--- src/rtl/switch_debounce_pkg.sv ---
// switch_debounce_pkg: shared state encoding and default timing for the switch debouncer.
package switch_debounce_pkg;
  typedef enum logic {STABLE, PENDING} db_state_t;
  localparam int DEFAULT_STABLE_CYCLES = 120000;
  localparam int SIM_STABLE_CYCLES = 8;
endpackage

--- src/rtl/debounce_bank.sv ---
// debounce_bank: two-flop synchronizer plus whole-bank debounce FSM for one switch bank.
module debounce_bank
  import switch_debounce_pkg::*;
#(
  parameter int WIDTH = 4,
  parameter int STABLE_CYCLES = DEFAULT_STABLE_CYCLES,
  localparam int CNT_W = $clog2(STABLE_CYCLES)
) (
  input  logic             clk,
  input  logic             rst_n,
  input  logic [WIDTH-1:0] sw,
  output logic [WIDTH-1:0] db,
  output logic             chg,
  output logic             pending
);
  localparam logic [CNT_W-1:0] LAST = CNT_W'(STABLE_CYCLES - 1);
  db_state_t        state_q, state_d;
  logic [WIDTH-1:0] sync1_q, sync1_d, sync2_q, sync2_d, cand_q, cand_d, db_q, db_d;
  logic [CNT_W-1:0] cnt_q, cnt_d;
  logic             chg_q, chg_d;
  always_ff @(posedge clk or negedge rst_n) begin
    if (!rst_n) begin
      state_q <= STABLE;
      sync1_q <= '0;
      sync2_q <= '0;
      cand_q  <= '0;
      db_q    <= '0;
      cnt_q   <= '0;
      chg_q   <= 1'b0;
    end else begin
      state_q <= state_d;
      sync1_q <= sync1_d;
      sync2_q <= sync2_d;
      cand_q  <= cand_d;
      db_q    <= db_d;
      cnt_q   <= cnt_d;
      chg_q   <= chg_d;
    end
  end
  always_comb begin
    sync1_d = sw;
    sync2_d = sync1_q;
    state_d = state_q;
    cand_d  = cand_q;
    cnt_d   = '0;
    db_d    = db_q;
    chg_d   = 1'b0;
    if (state_q == STABLE) begin
      if (sync2_q != db_q) begin
        cand_d  = sync2_q;
        state_d = PENDING;
      end
    end else if (sync2_q == db_q) begin
      state_d = STABLE;
    end else if (sync2_q != cand_q) begin
      cand_d = sync2_q;
    end else if (cnt_q == LAST) begin
      db_d    = cand_q;
      chg_d   = 1'b1;
      state_d = STABLE;
    end else begin
      cnt_d = cnt_q + CNT_W'(1);
    end
  end
  assign db      = db_q;
  assign chg     = chg_q;
  assign pending = (state_q == PENDING);
endmodule

--- src/rtl/switch_debounce.sv ---
// switch_debounce: debounces two DIP-switch banks independently and flags when either is settling.
module switch_debounce
  import switch_debounce_pkg::*;
#(
  parameter int WIDTH = 4,
  parameter int STABLE_CYCLES = DEFAULT_STABLE_CYCLES,
  localparam int CNT_W = $clog2(STABLE_CYCLES)
) (
  input  logic             Clk,
  input  logic             nReset,
  input  logic [WIDTH-1:0] SwA,
  input  logic [WIDTH-1:0] SwB,
  output logic [WIDTH-1:0] DbA,
  output logic [WIDTH-1:0] DbB,
  output logic             ChgA,
  output logic             ChgB,
  output logic             Busy
);
  logic pend_a, pend_b;
  debounce_bank #(.WIDTH(WIDTH), .STABLE_CYCLES(STABLE_CYCLES)) u_bank_a (
    .clk(Clk), .rst_n(nReset), .sw(SwA), .db(DbA), .chg(ChgA), .pending(pend_a)
  );
  debounce_bank #(.WIDTH(WIDTH), .STABLE_CYCLES(STABLE_CYCLES)) u_bank_b (
    .clk(Clk), .rst_n(nReset), .sw(SwB), .db(DbB), .chg(ChgB), .pending(pend_b)
  );
  assign Busy = pend_a | pend_b;
endmodule

--- config.mk ---
export PLATFORM = sky130hd
export DESIGN_NAME = switch_debounce
export DESIGN_NICKNAME = d
export VERILOG_FILES = /design/src/rtl/switch_debounce_pkg.sv /design/src/rtl/debounce_bank.sv /design/src/rtl/switch_debounce.sv
export SDC_FILE = /design/constraint.sdc
export NUM_CORES = 1
export LEC_CHECK = 0
export CELL_PAD_IN_SITES_DETAIL_PLACEMENT = 2
export CELL_PAD_IN_SITES_GLOBAL_PLACEMENT = 2
export CORE_MARGIN = 2
export CORE_UTILIZATION = 36
export DETAILED_ROUTE_END_ITERATION = 10
export GPL_ROUTABILITY_DRIVEN = 1
export PLACE_DENSITY_LB_ADDON = 0.1
export SYNTH_ARGS = -nofsm -noshare
export SYNTH_HDL_FRONTEND = slang
export SYNTH_SLANG_ARGS = --single-unit
export TNS_END_PERCENT = 30
--- constraint.sdc ---
create_clock -name Clk -period 2.2 [get_ports Clk]
set_clock_uncertainty 0.2 [all_clocks]
set_input_delay 0.44 -clock Clk [delete_from_list [all_inputs] [get_ports Clk]]
set_output_delay 0.44 -clock Clk [all_outputs]
set_load 0.05 [all_outputs]
==> results of run 1 <==
==> critical path, cell delays in order, from the launching register on <==
cell and delay (ps):
dfrtp_1 420, nand4b_1 250, nor4_2 390, buf_4 170
nand4_1 240, mux2_2 360
==> synth_stat cells, types with 2 or more instances <==
| library cell | instances |
|---|---|
| a211oi_1 | 5 |
| a21oi_1 | 4 |
| and2_1 | 4 |
| and3_1 | 5 |
| and4_1 | 4 |
| buf_2 | 3 |
| buf_6 | 2 |
| clkbuf_1 | 3 |
| dfrtp_1 | 70 |
| ha_1 | 2 |
| inv_1 | 5 |
| mux2_2 | 16 |
| nand2_1 | 13 |
| nand2b_1 | 2 |
| nand3_1 | 15 |
| nand4_1 | 10 |
| nand4b_1 | 3 |
| nand4bb_1 | 2 |
| nor2_1 | 19 |
| nor2b_1 | 2 |
| nor3_1 | 14 |
| nor4_1 | 3 |
| nor4_2 | 2 |
| nor4b_1 | 2 |
| o21ai_0 | 4 |
| o31ai_1 | 5 |
| or3_1 | 4 |
| or4_1 | 5 |
| xnor2_1 | 17 |
| xor2_1 | 17 |
==> placed cells by master, fill, tap and decap left out, types with 7 or more instances in the layout <==
cell / instances
xnor2_1: 17
dlygate4sd2_1: 7
clkbuf_8: 10
mux2_2: 16
xor2_1: 17
nor3_1: 14
nand2_1: 13
nor2_1: 19
dfrtp_1: 70
buf_4: 19
nand4_1: 10
nand3_1: 15
clkdlybuf4s50_1: 9
==> stage by stage <==
step	std cells	setup slack (ps)	hold slack [ps]	util (%)
after CTS	426	19.1	154	43.7
after detailed placement	409	-1.79	136	41.6
after floorplan	273	49.4	-55.6	-
after global placement	409	116	132	41.6
after global routing	426	-8.95	160	43.7
final	426	54.8	151	43.7
==> metal layers <==
| layer | GRT usage, % | part of all wire (%) | vias to the layer above |
|---|---|---|---|
| met5 | 0 | 0 | - |
| met4 | 7.59 | 2.2 | 0 |
| met3 | 3.08 | 1.8 | 11 |
| met2 | 27.0 | 50 | 21 |
| met1 | 22.1 | 46 | 1131 |
| li1 | - | - | 1065 |
==> cell families after synthesis <==
| family | after synthesis | synth area share, % |
|---|---|---|
| and+or+nand+nor | 115 | 21.2 |
| DFF | 70 | 55.0 |
| xor gates and xnor gates | 34 | 9.35 |
| AOI/OAI and AO/OA | 22 | 5.38 |
| muxes | 16 | 5.66 |
| buffers and inverters | 14 | 2.59 |
| adders and majority gates | 2 | 0.786 |
==> what timing repair did <==
action                                 4_1_cts  5_1_grt
hold buffers                                 1        0
endpoints found under the hold margin       28        0
cloned                                       0        0
resized for setup                            8        1
setup endpoints to repair                   11        5
==> sequential cells by signal, indices dropped and copies added (netlist names) <==
name	count
u_bank_a.cnt_q	17
u_bank_b.cnt_q	17
u_bank_a.cand_q	4
u_bank_a.db	4
u_bank_a.sync1_q	4
u_bank_a.sync2_q	4
u_bank_b.cand_q	4
u_bank_b.db	4
u_bank_b.sync1_q	4
u_bank_b.sync2_q	4
u_bank_a.chg	1
u_bank_a.pending	1
u_bank_b.chg	1
u_bank_b.pending	1
==> area by class of cell <==
type | instances | share of cell area (%)
sequential | 70 | 46.4
clock inverter | 5 | 0.895
timing repair buffer | 38 | 8.92
multi-input combinational | 189 | 35.9
clock buffer | 11 | 3.75
tap | 108 | 3.58
inverter | 5 | 0.497
==> report_power, final <==
group	switching, uW	leakage [uW]	total, uW	internal, uW
clock network	502	0.0000857	943	440
registers	30.3	0.000912	1350	1320
logic	86.6	0.000564	156	69.3
==> path summary, 6_finish.rpt <==
kind                                     start  cells after the start  slack (ps)             endpoint
max reg2reg                 u_bank_b.cnt_q[13]                      5          50       u_bank_b.db[3]
min                        u_bank_a.sync1_q[3]                      0         150  u_bank_a.sync2_q[3]
min in group asynchronous               nReset                      2         360   u_bank_a.cnt_q[12]
max in group asynchronous               nReset                      3         880       u_bank_b.db[1]
max                         u_bank_b.cnt_q[13]                      5          50       u_bank_b.db[3]
min reg2reg                u_bank_a.sync1_q[3]                      0         150  u_bank_a.sync2_q[3]
==> reports/qor.txt, run 1 <==
Max Slew Vio Count - 0
Max Cap Violations - 0
die area - 9610 sq um
Die Height - 98.1 microns
fin area - 3770 sq um
CTS tree - built
Yosys cell types - 41
initial core utilization - 36.9%
Yosys reg bits - 70
synth-to-layout area growth - 18.5%
Pre-Repair DR Iteration Count - 4
DP Area - 3590 sq um
Total GRT Usage - 16.8%
Design Power - 2450 uW
TritonCTS buffer count - 9
Final GP Congestion - 0.742
Final Setup Violations - 0
mean post-synth cell area - 11.7 sq um
first-pass GRT wire length - 12.7 mm
IO Pins - 21
max_slew headroom - 65.8%
top_reg_cell synth - dfrtp_1
Worst-Skew Late Latency - 350 ps
vias in the first global route - 2,476
Nets - 325
RSZ-0062 raised after global routing - true
Syn Inst Count - 273
CP startpoint kind - flip-flop
Crit Path Class - reg2reg
Die Span X - 98.1 microns
# fillers - 927
total gr overflow - 0
# diodes - 0
initial antenna violation count - 0
Least-Margin Pin Slew - 515 ps
Post-CTS Setup Bufs - 0
Mapped Area - 3180 sq um
Final HPWL DP - 5.32 mm
pin count of the biggest net entering global routing - 43
crit path max fanout - 5
final hold violation count - 0
Multi-input gate area - 1360 sq um
crit path capture type - flip-flop
port bufs - 20
share of layout cells above drive strength 1 - 18.9%
minimum clock period - 2150 ps
antenna viol nets, final - 0
Max Root-Sink Buffers - 2
register area share after synthesis - 55.0%
number of enable flip-flop cells after synthesis - 0
clk sinks - 70
Reg area - 1750 sq um
top post-synthesis cells by area - dfrtp_1 55%, mux2_2 5.7%, xnor2_1 4.7%, xor2_1 4.7%, nand3_1 2.4%
via/cell ratio - 5.23
DRT iter0 DRCs - 46
cell taking the most area after synthesis - dfrtp_1
outcome - finished, final reports clean
CORE AREA - 8640 sq um
Hold WC Path Type - reg2reg
Async S/R FF share, synth - 100%
P_leak - 0.00156 uW
crit share post-route - 97.5%
WL/cell - 17.2 microns
Synth warnings - 0
Root Driver - clkbuf_8
Setup TNS - 0 ps
syn nets - 285
Routed WL - 7.34 mm
row count - 34
clock slew seen by the registers of the worst setup and hold paths - 70 ps
Critical Path AT - 2170 ps
top cell type's share of synthesized area - 55.0%
FMAX - 0.466 GHz
# DRC - 0
Worst VDD drop - 0.342 mV
via count - 2,228
CP required - 2230 ps
CTS H-tree depth - 3
Power Density - 649 nW/um^2
Power figures use the tool's default switching activity.
==> inputs of run 2 (changes only) <==
Settings changed: MAX_ROUTING_LAYER set to met4.
==> run 2 against run 1 <==
- die area unchanged
- clock power about the same
- cell count unchanged
- global-route usage increased by 0.50 points
- largest power group unchanged
==> reports/qor.txt, run 2 (synthesis gave the netlist of run 1 again) <==
Setup TNS - 0 ps
Routed WL - 7.35 mm
clk sinks - 70
CORE AREA - 8640 sq um
Final Setup Violations - 0
most common cell after layout, fill and taps aside - dfrtp_1
Global Route met1 Usage - 22.1%
Max Slew Vio Count - 0
total gr overflow - 0
final hold violation count - 0
die area - 9610 sq um
Internal Power - 1830 uW
slowest stage delay, CP - 420 ps
Worst-Skew Late Latency - 350 ps
GRT met2 Usage - 27.0%
total net switching power - 616 uW
commonest cells after routing, fill and taps aside - 70 x dfrtp_1, 19 x nor2_1, 19 x buf_4
Final HPWL DP - 5.32 mm
CP Cell Sequence - nand4b_1 -> nor4_2 -> buf_4 -> nand4_1 -> mux2_2
Hold WC Path Type - reg2reg
# DRC - 0
Layout Utilization - 43.7%
Max Cap Violations - 0
CTS tree - built
row count - 34
pin count of the biggest net entering global routing - 43
antenna viol nets, final - 0
Crit Path Class - reg2reg
Reg2Reg Depth - 5
TritonCTS buffer count - 9
crit share post-route - 98.0%
RSZ-0062 raised after global routing - true
FMAX - 0.464 GHz
WL/cell - 17.3 microns
GR Util met3 - 3.08%
Worst VDD drop - 0.342 mV
crit path capture type - flip-flop
Worst path slowest cell - dfrtp_1
via/cell ratio - 5.22
sequential power share - 55.2%
Root Driver - clkbuf_8
CP startpoint kind - flip-flop
Pre-Repair DR Iteration Count - 4
worst reg2reg endpoint - u_bank_b.db[3]
hold path endpoint - u_bank_a.sync2_q[3]
WP buf/inv - 1
Post-CTS Setup Bufs - 0
CP delay by family, top - simple AND/OR/NAND/NOR gates
sw frac - 25.2%
# fillers - 927
Critical Path AT - 2180 ps
share of layout cells above drive strength 1 - 18.9%
Largest regs - u_bank_a.cnt_q: 17 flops, u_bank_b.cnt_q: 17 flops
initial antenna violation count - 0
Least-Margin Pin Slew - 515 ps
Die Height - 98.1 microns
max_slew headroom - 65.8%
first-pass GRT wire length - 12.7 mm
P_leak - 0.00156 uW
minimum clock period - 2160 ps
Total GRT Usage - 17.3%
IO Pins - 21
outcome - finished, final reports clean
Die Span X - 98.1 microns
Reg area - 1750 sq um
port bufs - 20
Power Density - 648 nW/um^2
Final GP Congestion - 0.751
HP Start - u_bank_a.sync1_q[3]
Clk pwr share - 38.4%
synth-to-layout area growth - 18.5%
Nets - 325
# diodes - 0
DRT iter0 DRCs - 47
vias in the first global route - 2,478
r2r setup slk - 40 ps
busiest grt layer - met2
Multi-input gate area - 1360 sq um
CP required - 2230 ps
via count - 2,224
initial core utilization - 36.9%
Max Root-Sink Buffers - 2
Crit. Startpoint - u_bank_b.cnt_q[13]
R2R Path Start - u_bank_b.cnt_q[13]
Gate power share - 6.4%
crit path max fanout - 5
Cells on Worst Hold Path - 0
CTS H-tree depth - 3
clock slew seen by the registers of the worst setup and hold paths - 70 ps
-- run 2: metal layers --
layer	up-vias	wire length, microns
met5	-	0
met3	11	134
met4	0	156
li1	1067	-
met2	22	3710
met1	1124	3360
-- run 2: power by group through the flow --
stage / Combinational [uW] / Clock, uW / Sequential [uW]
after floorplan: 92.7 / 0 / 1370
after global routing: 176 / 1020 / 1360
after CTS: 162 / 985 / 1350
final: 156 / 940 / 1350
after detailed placement: 160 / 0 / 1380
after global placement: 156 / 0 / 1370
-- run 2: cell type report --
cell class / instances / area share, %
flip-flops and latches: 70 / 46.4
multi-input cells: 189 / 35.9
repair buffers: 38 / 8.92
clock buffers: 11 / 3.75
well taps: 108 / 3.58
clock inverters: 5 / 0.895
inverters: 5 / 0.497
-- run 2: repair_timing --
action | 4_1_cts | 5_1_grt
resized for setup | 8 | 1
endpoints found under the hold margin | 28 | 0
pin swaps | 0 | 0
hold buffers | 1 | 0
setup endpoints to repair | 11 | 5
-- run 2: through the flow --
stage	worst slack (ps)	hold WS, ps	area, sq um	cells	total power [uW]
after detailed placement	-1.79	136	3590	409	1540
final	44.4	151	3770	426	2450
after global placement	116	132	3590	409	1530
after global routing	-8.95	160	3770	426	2560
after CTS	19.1	154	3770	426	2500
after floorplan	49.4	-55.6	3180	273	1460
-- run 2: how the worst max path moves through the flow --
| stage | end | slack [ps] | cells after the start |
|---|---|---|---|
| final | u_bank_b.db[3] | 40 | 5 |
| after global placement | u_bank_b.db[3] | 120 | 5 |
| after detailed placement | u_bank_b.db[1] | -2 | 5 |
| after CTS | ChgB | 20 | 1 |
| after floorplan | u_bank_a.cand_q[0] | 50 | 4 |
| after global routing | u_bank_b.db[2] | -9 | 5 |
==> inputs of run 3 (changes only) <==
Settings changed: CORE_MARGIN 2 to not set.
==> run 3 against run 2 <==
- register-to-register slack better by 96 ps
- via count up 0.85%
- combinational power about the same
- count of clock-buffer cells in the layout down 1
- core utilization up 1.7 points
- global-route usage up 1.6 points
- clock power up 12%
- sequential share of layout area down 0.37 points
- non-clock buffer count up 4
- wire length about the same
- worst hold slack better by 1.9 ps
- largest cell class unchanged
==> reports/qor.txt, run 3 (synthesis gave the netlist of run 1 again) <==
fin area - 3800 sq um
crit share post-route - 95.8%
Worst-Skew Late Latency - 350 ps
total net switching power - 631 uW
CP required - 1560 ps
Placed Cells - 410
IO Pins - 21
CTS tree - built
DRT iter0 DRCs - 76
CP delay by family, top - buffers and inverters
Routed WL - 7.35 mm
Max Slew Vio Count - 0
# DRC - 0
via count - 2,243
clock slew seen by the registers of the worst setup and hold paths - 80 ps
Nets - 329
Least-Margin Pin Slew - 501 ps
port bufs - 20
DP Area - 3600 sq um
first-pass GRT wire length - 12.5 mm
Clk pwr share - 41.0%
Critical Path AT - 1470 ps
initial core utilization - 38.0%
CP startpoint kind - flip-flop
crit path max fanout - 1
Final HPWL DP - 5.46 mm
FMAX - 0.475 GHz
CTS H-tree depth - 3
Hold WS - 153 ps
CORE AREA - 8380 sq um
RSZ-0062 raised after global routing - false
Root Driver - clkbuf_8
Die Height - 96.1 microns
via/cell ratio - 5.25
Worst VDD drop - 0.322 mV
Final GP Congestion - 0.767
Power Density - 671 nW/um^2
pin count of the biggest net entering global routing - 37
vias in the first global route - 2,492
Internal Power - 1920 uW
Final Setup Violations - 0
synth-to-layout area growth - 19.4%
total gr overflow - 0
non-filler cells, final - 427
slowest stage delay, CP - 790 ps
share of layout cells above drive strength 1 - 19.6%
final hold violation count - 0
die area - 9230 sq um
initial antenna violation count - 0
max_slew headroom - 66.7%
sequential power share - 52.9%
Layout Utilization - 45.4%
Setup TNS - 0 ps
# diodes - 0
Die Span X - 96.1 microns
Largest regs - u_bank_a.cnt_q: 17 flops, u_bank_b.cnt_q: 17 flops
Hold WC Path Type - reg2reg
minimum clock period - 2110 ps
crit path capture type - output pin
antenna viol nets, final - 0
clk sinks - 70
WP buf/inv - 1
Crit Path Class - reg2out
Gate power share - 6.1%
row count - 33
Pre-Repair DR Iteration Count - 4
commonest cells after routing, fill and taps aside - 70 x dfrtp_1, 24 x buf_4, 19 x nor2_1
most common cell after layout, fill and taps aside - dfrtp_1
Max Cap Violations - 0
outcome - finished, final reports clean
sw frac - 24.7%
Total GRT Usage - 18.9%
Worst path slowest cell - clkdlybuf4s50_1
CP Cell Sequence - clkdlybuf4s50_1
Max Root-Sink Buffers - 2
P_leak - 0.00157 uW
WL/cell - 17.2 microns
TritonCTS buffer count - 9
-- run 3: layer usage --
layer | vias to the layer above | global-route usage (%) | part of all wire, %
met2 | 22 | 32.1 | 52
met4 | 0 | 8.21 | 1.6
met1 | 1142 | 21.9 | 45
li1 | 1068 | - | -
met5 | - | - | 0
met3 | 11 | 3.08 | 1.9
-- run 3: final cells by class --
class | count | area [sq um]
fill | 862 | 4580
multi-input combinational | 189 | 1350
sequential | 70 | 1750
inverter | 5 | 18.8
tap | 105 | 131
clock buffer | 10 | 128
timing repair buffer | 42 | 352
clock inverter | 6 | 72.6
-- run 3: final timing paths --
check	start	end	slack, ps	cells past startpoint
worst max-delay path	u_bank_a.chg	ChgA	90	1
worst min-delay path	u_bank_a.sync1_q[1]	u_bank_a.sync2_q[1]	150	0
worst max register to register	u_bank_a.cnt_q[0]	u_bank_a.cnt_q[15]	140	6
worst min register to register	u_bank_a.sync1_q[1]	u_bank_a.sync2_q[1]	150	0
max in group asynchronous	nReset	u_bank_b.db[2]	790	3
min in group asynchronous	nReset	u_bank_a.cand_q[2]	390	2
-- run 3: power by group through the flow --
stage	Clock [uW]	Sequential (uW)	Combinational, uW
final	1050	1350	155
after global routing	1140	1360	174
after CTS	1080	1350	161
after detailed placement	0	1380	159
after global placement	0	1370	154
after floorplan	0	1370	92.7
-- run 3: timing repair --
action,4_1_cts,5_1_grt
resized for setup,7,0
endpoints found under the hold margin,33,0
setup buffers,0,0
setup endpoints to repair,7,0
hold buffers,1,0
-- run 3: metrics by stage --
step / worst slack (ps) / power [uW]
6_report: 92.9 / 2550
3_3_place_gp: 190 / 1530
3_5_place_dp: 142 / 1540
5_1_grt: 15.6 / 2670
2_1_floorplan: 49.4 / 1460
4_1_cts: 70.8 / 2600
